===== src/rtl/axi4_lite_csr_bank.sv =====
`default_nettype none
// ============================================================================
// Module   : axi4_lite_csr_bank
// Purpose  : AXI4-Lite slave exposing NUM_REGS 32-bit control (RW) or
//            status (RO) registers with byte strobes and write pulses.
// Revision : 1.0 - initial release
// ============================================================================

module axi4_lite_csr_bank #(
    parameter int                  DATA_WIDTH = 32,
    parameter int                  ADDR_WIDTH = 12,
    parameter int                  NUM_REGS   = 8,
    parameter logic [NUM_REGS-1:0] RO_MASK    = '0
) (
    input  logic                           clk,
    input  logic                           rst,

    input  logic [ADDR_WIDTH-1:0]          s_awaddr,
    input  logic                           s_awvalid,
    output logic                           s_awready,

    input  logic [DATA_WIDTH-1:0]          s_wdata,
    input  logic [DATA_WIDTH/8-1:0]        s_wstrb,
    input  logic                           s_wvalid,
    output logic                           s_wready,

    output logic [1:0]                     s_bresp,
    output logic                           s_bvalid,
    input  logic                           s_bready,

    input  logic [ADDR_WIDTH-1:0]          s_araddr,
    input  logic                           s_arvalid,
    output logic                           s_arready,

    output logic [DATA_WIDTH-1:0]          s_rdata,
    output logic [1:0]                     s_rresp,
    output logic                           s_rvalid,
    input  logic                           s_rready,

    output logic [NUM_REGS*DATA_WIDTH-1:0] ctrl_o,
    input  logic [NUM_REGS*DATA_WIDTH-1:0] status_i,
    output logic [NUM_REGS-1:0]            wr_pulse_o
);

    localparam int         c_STRB_W      = DATA_WIDTH / 8;
    localparam int         c_IDX_W       = ADDR_WIDTH - 2;
    localparam logic [1:0] c_RESP_OKAY   = 2'b00;
    localparam logic [1:0] c_RESP_SLVERR = 2'b10;

    localparam logic [1:0] c_W_IDLE = 2'd0;
    localparam logic [1:0] c_W_UPD  = 2'd1;
    localparam logic [1:0] c_W_RESP = 2'd2;
    localparam logic       c_R_IDLE = 1'b0;
    localparam logic       c_R_DATA = 1'b1;

    generate
        if (DATA_WIDTH != 32) begin : g_chk_data_width
            $error("axi4_lite_csr_bank: DATA_WIDTH must be 32");
        end
        if (NUM_REGS < 1 || NUM_REGS > 64) begin : g_chk_num_regs
            $error("axi4_lite_csr_bank: NUM_REGS must be in 1..64");
        end
        if ((64'd1 << c_IDX_W) < 64'(NUM_REGS)) begin : g_chk_addr_space
            $error("axi4_lite_csr_bank: ADDR_WIDTH too small for NUM_REGS");
        end
    endgenerate

    logic [1:0]            wstate_q, wstate_d;
    logic                  rstate_q, rstate_d;

    logic                  aw_got_q, aw_got_d;
    logic                  w_got_q,  w_got_d;
    logic [c_IDX_W-1:0]    awidx_q,  awidx_d;
    logic [DATA_WIDTH-1:0] wdata_q,  wdata_d;
    logic [c_STRB_W-1:0]   wstrb_q,  wstrb_d;
    logic                  bvalid_q, bvalid_d;
    logic [1:0]            bresp_q,  bresp_d;
    logic [NUM_REGS-1:0]   pulse_q,  pulse_d;
    logic [DATA_WIDTH-1:0] ctrl_q [NUM_REGS];
    logic [DATA_WIDTH-1:0] ctrl_d [NUM_REGS];
    logic                  rvalid_q, rvalid_d;
    logic [1:0]            rresp_q,  rresp_d;
    logic [DATA_WIDTH-1:0] rdata_q,  rdata_d;

    logic                  w_awready;
    logic                  w_wready;
    logic                  w_arready;
    logic                  w_aw_hs;
    logic                  w_w_hs;
    logic                  w_ar_hs;
    logic [NUM_REGS-1:0]   w_wr_sel;
    logic                  w_wr_ok;
    logic [c_IDX_W-1:0]    w_ar_idx;
    logic                  w_rd_ok;
    logic [DATA_WIDTH-1:0] w_rd_val;
    logic                  w_unused;

    assign w_aw_hs  = s_awvalid & w_awready;
    assign w_w_hs   = s_wvalid  & w_wready;
    assign w_ar_hs  = s_arvalid & w_arready;
    assign w_ar_idx = s_araddr[ADDR_WIDTH-1:2];
    assign w_wr_ok  = |w_wr_sel;

    // Byte lanes [1:0] of the address and RW status slots carry no meaning.
    assign w_unused = ^{s_awaddr[1:0], s_araddr[1:0], status_i};

    // Address decode; only writable registers ever appear in w_wr_sel.
    always_comb begin
        w_wr_sel = '0;
        w_rd_ok  = 1'b0;
        w_rd_val = '0;
        for (int i = 0; i < NUM_REGS; i++) begin
            if (awidx_q == c_IDX_W'(i) && !RO_MASK[i]) begin
                w_wr_sel[i] = 1'b1;
            end
            if (w_ar_idx == c_IDX_W'(i)) begin
                w_rd_ok  = 1'b1;
                w_rd_val = RO_MASK[i] ? status_i[i*DATA_WIDTH +: DATA_WIDTH]
                                      : ctrl_q[i];
            end
        end
    end

    always_ff @(posedge clk or posedge rst) begin
        if (rst) begin
            wstate_q <= c_W_IDLE;
            rstate_q <= c_R_IDLE;
        end else begin
            wstate_q <= wstate_d;
            rstate_q <= rstate_d;
        end
    end

    always_comb begin
        wstate_d = wstate_q;
        case (wstate_q)
            c_W_IDLE: begin
                if ((aw_got_q || w_aw_hs) && (w_got_q || w_w_hs)) begin
                    wstate_d = c_W_UPD;
                end
            end
            c_W_UPD:  wstate_d = c_W_RESP;
            c_W_RESP: begin
                if (s_bready) begin
                    wstate_d = c_W_IDLE;
                end
            end
            default:  wstate_d = c_W_IDLE;
        endcase

        rstate_d = rstate_q;
        case (rstate_q)
            c_R_IDLE: begin
                if (w_ar_hs) begin
                    rstate_d = c_R_DATA;
                end
            end
            c_R_DATA: begin
                if (s_rready) begin
                    rstate_d = c_R_IDLE;
                end
            end
        endcase
    end

    always_comb begin
        w_awready = (wstate_q == c_W_IDLE) && !aw_got_q;
        w_wready  = (wstate_q == c_W_IDLE) && !w_got_q;
        w_arready = (rstate_q == c_R_IDLE);

        aw_got_d = aw_got_q;
        w_got_d  = w_got_q;
        awidx_d  = awidx_q;
        wdata_d  = wdata_q;
        wstrb_d  = wstrb_q;
        if (w_aw_hs) begin
            aw_got_d = 1'b1;
            awidx_d  = s_awaddr[ADDR_WIDTH-1:2];
        end
        if (w_w_hs) begin
            w_got_d = 1'b1;
            wdata_d = s_wdata;
            wstrb_d = s_wstrb;
        end

        ctrl_d   = ctrl_q;
        pulse_d  = '0;
        bvalid_d = bvalid_q;
        bresp_d  = bresp_q;
        if (wstate_q == c_W_UPD) begin
            aw_got_d = 1'b0;
            w_got_d  = 1'b0;
            pulse_d  = w_wr_sel;
            bvalid_d = 1'b1;
            bresp_d  = w_wr_ok ? c_RESP_OKAY : c_RESP_SLVERR;
            for (int i = 0; i < NUM_REGS; i++) begin
                for (int b = 0; b < c_STRB_W; b++) begin
                    if (w_wr_sel[i] && wstrb_q[b]) begin
                        ctrl_d[i][b*8 +: 8] = wdata_q[b*8 +: 8];
                    end
                end
            end
        end else if (wstate_q == c_W_RESP && s_bready) begin
            bvalid_d = 1'b0;
        end

        rvalid_d = rvalid_q;
        rresp_d  = rresp_q;
        rdata_d  = rdata_q;
        if (w_ar_hs) begin
            rvalid_d = 1'b1;
            rresp_d  = w_rd_ok ? c_RESP_OKAY : c_RESP_SLVERR;
            rdata_d  = w_rd_val;
        end else if (rstate_q == c_R_DATA && s_rready) begin
            rvalid_d = 1'b0;
        end
    end

    always_ff @(posedge clk or posedge rst) begin
        if (rst) begin
            aw_got_q <= 1'b0;
            w_got_q  <= 1'b0;
            awidx_q  <= '0;
            wdata_q  <= '0;
            wstrb_q  <= '0;
            bvalid_q <= 1'b0;
            bresp_q  <= c_RESP_OKAY;
            pulse_q  <= '0;
            rvalid_q <= 1'b0;
            rresp_q  <= c_RESP_OKAY;
            rdata_q  <= '0;
            for (int i = 0; i < NUM_REGS; i++) begin
                ctrl_q[i] <= '0;
            end
        end else begin
            aw_got_q <= aw_got_d;
            w_got_q  <= w_got_d;
            awidx_q  <= awidx_d;
            wdata_q  <= wdata_d;
            wstrb_q  <= wstrb_d;
            bvalid_q <= bvalid_d;
            bresp_q  <= bresp_d;
            pulse_q  <= pulse_d;
            rvalid_q <= rvalid_d;
            rresp_q  <= rresp_d;
            rdata_q  <= rdata_d;
            for (int i = 0; i < NUM_REGS; i++) begin
                ctrl_q[i] <= ctrl_d[i];
            end
        end
    end

    assign s_awready  = w_awready;
    assign s_wready   = w_wready;
    assign s_arready  = w_arready;
    assign s_bvalid   = bvalid_q;
    assign s_bresp    = bresp_q;
    assign s_rvalid   = rvalid_q;
    assign s_rresp    = rresp_q;
    assign s_rdata    = rdata_q;
    assign wr_pulse_o = pulse_q;

    generate
        for (genvar i = 0; i < NUM_REGS; i++) begin : g_ctrl
            if (RO_MASK[i]) begin : g_ro
                assign ctrl_o[i*DATA_WIDTH +: DATA_WIDTH] = '0;
            end else begin : g_rw
                assign ctrl_o[i*DATA_WIDTH +: DATA_WIDTH] = ctrl_q[i];
            end
        end
    endgenerate

endmodule

`default_nettype wire


===== config.mk =====
export PLATFORM = sky130hd
export DESIGN_NAME = axi4_lite_csr_bank
export DESIGN_NICKNAME = d
export VERILOG_FILES = /design/src/rtl/axi4_lite_csr_bank.sv
export SDC_FILE = /design/constraint.sdc
export NUM_CORES = 1
export LEC_CHECK = 0
export BUFFER_PORTS_ARGS = -buffer_cell sky130_fd_sc_hd__buf_4
export CAP_MARGIN = 10
export CORE_AREA = 2 2 243 245
export DETAILED_ROUTE_END_ITERATION = 8
export DIE_AREA = 0 0 245 247
export GPL_TIMING_DRIVEN = 0
export SLEW_MARGIN = 10
export SYNTH_ARGS = -nofsm -noshare
export SYNTH_HDL_FRONTEND = slang
export SYNTH_SLANG_ARGS = --single-unit

===== constraint.sdc =====
create_clock -name clk -period 16.5 [get_ports clk]
set_clock_uncertainty 0.15 [all_clocks]
set_input_delay 3.3 -clock clk [delete_from_list [all_inputs] [get_ports clk]]
set_output_delay 3.3 -clock clk [all_outputs]
set_load 0.05 [all_outputs]

# --- Word-level counts from Yosys, hierarchy flattened ---
# Index checks and enable logic that the tools add are counted.
op_classes:
  n_eq_ne: 18
  muxes: 41
  n_bitwise: 4
  n_reduce_logical: 82
ops:
  columns: ["operator", "count"]
  rows:
  - ["32-bit two-way mux", 8]
  - ["10-bit by 3-bit == test with 1-bit output (second input constant)", 8]
  - ["2-bit AND reduction", 33]
  - ["10-bit by 2-bit == test with 1-bit output (second input constant)", 4]
  - ["1-bit logical AND", 37]
  - ["1-bit two-way mux", 26]
  - ["10-bit by 1-bit == test with 1-bit output (second input constant)", 2]
  - ["10-bit zero test", 2]
  - ["2-bit two-way mux", 4]
  - ["8-bit two-way mux", 1]
  - ["2-bit nonzero test", 4]
  - ["8-bit OR reduction", 1]
  - ["2-bit one-hot mux with 3 select lines", 1]
  - ["2-bit != test (second input constant)", 2]
  - ["1-bit AND", 3]
  - ["2-bit by 1-bit == test with 1-bit output (second input constant)", 1]
  - ["2-bit == test (second input constant)", 1]
  - ["1-bit zero test", 2]
  - ["2-bit zero test", 1]
  - ["1-bit logical OR", 2]
  - ["1-bit one-hot mux with 2 select lines", 1]
  - ["1-bit NOT", 1]
totals:
  register_bits: 353
  in_bits: 323
  output_inout_bits: 305
  wordCells: 190

# --- Longest topological paths before layout ---
depth:
  ltp_word: 10
  ltp_mapped: 7
  ltp_nobuf: 4

# --- Least setup slack after synthesis ---
# Ideal clock, no wire load.
synth_path:
  kind: "register to output"
  from: "register wstate_q[1]"
  to: "output port s_awready"
  t_arrival_ps: 1642
  required_ps: 13050
  setup_slack_ps: 11408
  path_stages_with_launch: 3
  n_path_buf: 1
  cell_sequence: "dfrtp_1 -> clkbuf_1 -> nor3_1"
synth_via:
  elab_chain_cells: 2
synth_lines:
  columns: ["item", "line", "text"]
  rows:
  - ["start: declaration", "68", "logic [1:0] wstate_q, wstate_d;"]
  - ["start signal: assignment", "126", "wstate_q <= c_W_IDLE;"]
  - ["start signal: assignment", "129", "wstate_q <= wstate_d;"]
  - ["2-bit zero test", "167", "w_awready = (wstate_q == c_W_IDLE) && !aw_got_q;"]
  - ["1-bit logical AND", "167", null]
  - ["end: declaration", "20", "output logic s_awready,"]
# No other way between the ends.

# --- Worst setup path in the final report ---
layout_path:
  from: "input port s_araddr[2]"
  to: "register rdata_q[16], in the netlist s_rdata[16]"
layout_via:
  elab_chain_cells: 9
  word_cells_on_any_way: 16
  classes_between: "eq/ne (7); mux (8); reduce/logical (1)"
layout_lines:
  columns: ["item", "line", "text"]
  rows:
  - ["start: declaration", "31", "input logic [ADDR_WIDTH-1:0] s_araddr,"]
  - ["10-bit zero test", "116", "if (w_ar_idx == c_IDX_W'(i)) begin"]
  - ["32-bit two-way mux (7 in a row)", "116", null]
  - ["32-bit two-way mux (*)", "116", null]
  - ["end signal: assignment", "246", "rdata_q <= rdata_d;"]
  - ["end: declaration", "83", "logic [DATA_WIDTH-1:0] rdata_q, rdata_d;"]
# Every way passes the cells marked *; elsewhere a longest branch is shown, timed or not.
# A chain may end at the register's enable or synchronous reset.

==> metrics.csv <==
stage,metric,value,unit
global_route,All-Layer GR Usage,18.9,%
final_layout,Layout area overhead,34.2,%
logic_synthesis,Post-synth ARST share,100,%
route,wire per inst,25.3,um
final_layout,register area,8780,sq um
final_layout,Layout Nets,1805,
timing,"Worst Setup Slack, final",10.58,ns
timing,Fin. Hold Viols,0,
timing,fmax,0.169,GHz
worst_setup_path,"Critical Path, Cell by Cell","buf_2, buf_1, clkbuf_1, clkbuf_1, a311oi_1, o21ai_0",
cts,CTS tree,done,
power,cell internal pwr,0.00173,W
cts,CTS resizes,0,
global_route,total grt overflow,0,
cts,Root Driver,clkbuf_16,
placed_design,detailed-placement wirelength estimate,41400,um
die,# rows,89,
global_route,largest net degree at the start of global routing,115,
power,total power,0.00257,W
route,Total Wirelength,57900,um
placed_design,DP Worst Slack,9.92,ns
power,Sw Ratio,32.7,%
worst_setup_path,startpoint types,input port,
global_route,vias in the first global route,11700,
logic_synthesis,Post-Syn Area,15300,sq um
placed_design,Post-DP Area,19200,sq um
worst_setup_path,critical path data arrival time,6.24,ns
timing,"Slew Viols, Final",0,
placed_design,# port buffers,363,
worst_setup_path,cell mode on critical path,clkbuf_1,
timing,Slew headroom,17.7,%
flow_run,Max Cap Viol,0,
final_layout,fin area,20600,sq um
power,P_leak,9.99,nW
power,Combinational Power Share,19.2,%
final_layout,diode count,0,
worst_setup_path,max incr delay on CP,0.75,ns
cts,cts hold-fix bufs,0,
die,Initial Util,26.3,%
route,DR iter-0 viols,713,
logic_synthesis,Most used DFF post-synth,dfrtp_1,
timing,endpoints failing setup,0,
placed_design,routability cong.,0.778,
global_route,antenna violations before repair,1,
cts,clock tree buffer depth,3,
die,die area,60500,sq um
power,power share of the clock group,37.4,%
logic_synthesis,syn_area_per_cell,14.3,sq um
timing,Final min period,5.92,ns
die,Die Ht,247,um
cts,Skew-Pair Late Insertion Delay,0.55,ns
timing,RSZ-0062 raised after global routing,no,
logic_synthesis,Syn Inst Count,1070,
final_layout,area occupied by multi-input gates,6320,sq um
logic_synthesis,ranking of synthesized cells by area,"dfrtp_1 (57%), mux2_2 (22%), mux2i_1 (5.5%)",
die,num ports,628,
worst_setup_path,CP max stage cell,clkbuf_1,
worst_setup_path,CP top delay family,buffers and inverters,
cts,CTS H-tree lvls,2,
worst_setup_path,R2R setup slack,13.25,ns
worst_hold_path,Hold Crit Class,reg -> reg,
timing,Tcrit/Tclk final,35.9,%
worst_setup_path,crit end category,register,
final_layout,layout cell share with drive strength beyond 1,53.1,%
die,Core Area,58200,sq um
route,DRC,0,
power,worst vdd ir,0.0000829,V
route,routed vias,11100,
logic_synthesis,largest area contributor in the netlist,dfrtp_1,
power,NetSw,0.000838,W
power,pwr dens,125,nW/um^2
run_status,status,completed,
cts,"CTS clk-pin slew, worst paths",0.06,ns
worst_setup_path,WP buf/inv,4,
power,Seq pwr share,43.4,%
logic_synthesis,Yosys reg bits,351,
global_route,first-pass GRT wire length,82600,um
final_layout,FILL cells,5695,
worst_setup_path,Setup Crit Path Kind,in -> reg,
die,die extent in x,245,um
route,post-DR vias/cell,4.84,
final_layout,"non-filler cells, final",2287,
cts,Post-CTS Setup Bufs,0,
logic_synthesis,"Warnings, synthesis",0,
worst_setup_path,Worst EP required,16.81,ns
cts,CTS buffer count,42,
placed_design,placed insts,2211,
logic_synthesis,"Distinct cells, synth",43,
timing,Slew @ Worst Pin,1.23,ns
worst_setup_path,crit-path max FO,10,
route,Routed Antenna Nets,0,
logic_synthesis,"Seq/Total Area, Yosys",57.2,%
logic_synthesis,Yosys top cell area share,57.2,%
route,drt pass-1 iters,5,
cts,CTS sink count,351,
logic_synthesis,number of synthesized flops with an enable pin,0,
cells in the final DEF (no fill, tap or decap), types with 2 or more instances in the layout:
cell | synthesis | final
nand2b_1 | 5 | 5
inv_1 | 12 | 11
clkbuf_16 | 0 | 43
nor4_4 | 1 | 2
a22o_1 | 6 | 6
a22oi_1 | 26 | 26
nand2_1 | 6 | 6
buf_4 | 2 | 365
a32o_1 | 5 | 5
dfrtp_1 | 351 | 351
bufinv_16 | 0 | 4
nor2_4 | 32 | 32
a311oi_1 | 23 | 23
and2_1 | 2 | 2
nor2b_1 | 7 | 7
conb_1 | 1 | 2
mux2_2 | 299 | 299
mux2i_1 | 85 | 85
nor2_1 | 42 | 42
mux2_1 | 3 | 3
buf_2 | 16 | 16
clkbuf_1 | 27 | 34
a21oi_1 | 9 | 9
nor3_1 | 7 | 7
mux4_2 | 10 | 10
a221oi_1 | 5 | 5
clkinv_2 | 0 | 7
nand4_1 | 2 | 2
buf_16 | 0 | 3
buf_1 | 4 | 4
o2bb2ai_1 | 3 | 3
nand3_4 | 4 | 4
nand3_1 | 5 | 5
o21ai_0 | 33 | 33
inv_6 | 0 | 2
o22ai_1 | 24 | 24
or3_1 | 2 | 2
clkbuf_8 | 0 | 11
worst paths after layout:
| check | from | end | cells after the start |
|---|---|---|---|
| setup / recovery | s_araddr[2] | s_rdata[16] | 6 |
| hold / removal | rstate_q | s_rvalid | 1 |
| setup reg to reg | rstate_q | s_rdata[24] | 6 |
| hold reg to reg | rstate_q | s_rvalid | 1 |
| max in group asynchronous | rst | ctrl_o[251] | 4 |
| min in group asynchronous | rst | wdata_q[12] | 2 |
synthesized netlist by cell type, types with 3 or more instances:
cell	instances
buf_1	4
nand2b_1	5
a311oi_1	23
a221oi_1	5
nand3_4	4
nor3_1	7
nor2_1	42
nand2_1	6
o2bb2ai_1	3
inv_1	12
a22o_1	6
o22ai_1	24
mux2_2	299
o21ai_0	33
dfrtp_1	351
clkbuf_1	27
mux2_1	3
a32o_1	5
mux2i_1	85
nor2_4	32
a21oi_1	9
nand3_1	5
buf_2	16
a22oi_1	26
mux4_2	10
nor2b_1	7
layer usage:
layer  track usage, %  wire [um]  vias up
li1                 -          -     4792
met1             25.0      24800     5808
met2             30.7      27600      390
met3             5.21       4240       72
met4             4.68       1210        2
met5                0         10        -
registers in the layout, indices dropped and copies added (netlist names):
signal	cells
rstate_q	1
wstate_q	2
ctrl_o	256
wstrb_q	4
s_bresp	1
wr_pulse_o	8
awidx_q	10
w_got_q	1
s_rdata	32
s_rvalid	1
s_bvalid	1
s_rresp	1
aw_got_q	1
wdata_q	32
power by group through the flow:
stage                     Clock [W]  Sequential [W]  Combinational, W
final                      0.000961         0.00111          0.000492
after global routing        0.00103         0.00113          0.000522
after CTS                  0.000989         0.00111          0.000500
after detailed placement          0         0.00113          0.000498
after global placement            0         0.00112          0.000487
after floorplan                   0         0.00119          0.000219
through the flow:
step / hold WS [ns] / setup TNS, ns / utilization, %
CTS: 0.332 / 0 / 35.4
floorplan: 0.287 / 0 / -
finish: 0.331 / 0 / 35.4
global route: 0.361 / 0 / 35.4
global placement: 0.304 / -202.51 / 32.7
detailed placement: 0.322 / 0 / 32.9
logic make-up (layout without fill, tap and decap cells):
| logic type | Yosys count | in the layout | share of synthesized area, % |
|---|---|---|---|
| simple gates | 122 | 122 | 5.63 |
| other cells | 1 | 2 | 0.0244 |
| mux | 397 | 397 | 29.2 |
| compound gates | 138 | 138 | 6.26 |
| flops | 351 | 351 | 57.2 |
| buf+inv | 61 | 504 | 1.67 |
area by class of cell:
type                            instances  share of cell area, %
Sequential cell                       351                   42.7
Multi-Input combinational cell        659                   30.7
Timing Repair Buffer                  367                   13.7
Clock buffer                           61                   6.09
Tap cell                              773                   4.70
Buffer                                 49                   1.03
Clock inverter                         15                  0.917
Inverter                               12                  0.255
Power figures use the tool's default switching activity.
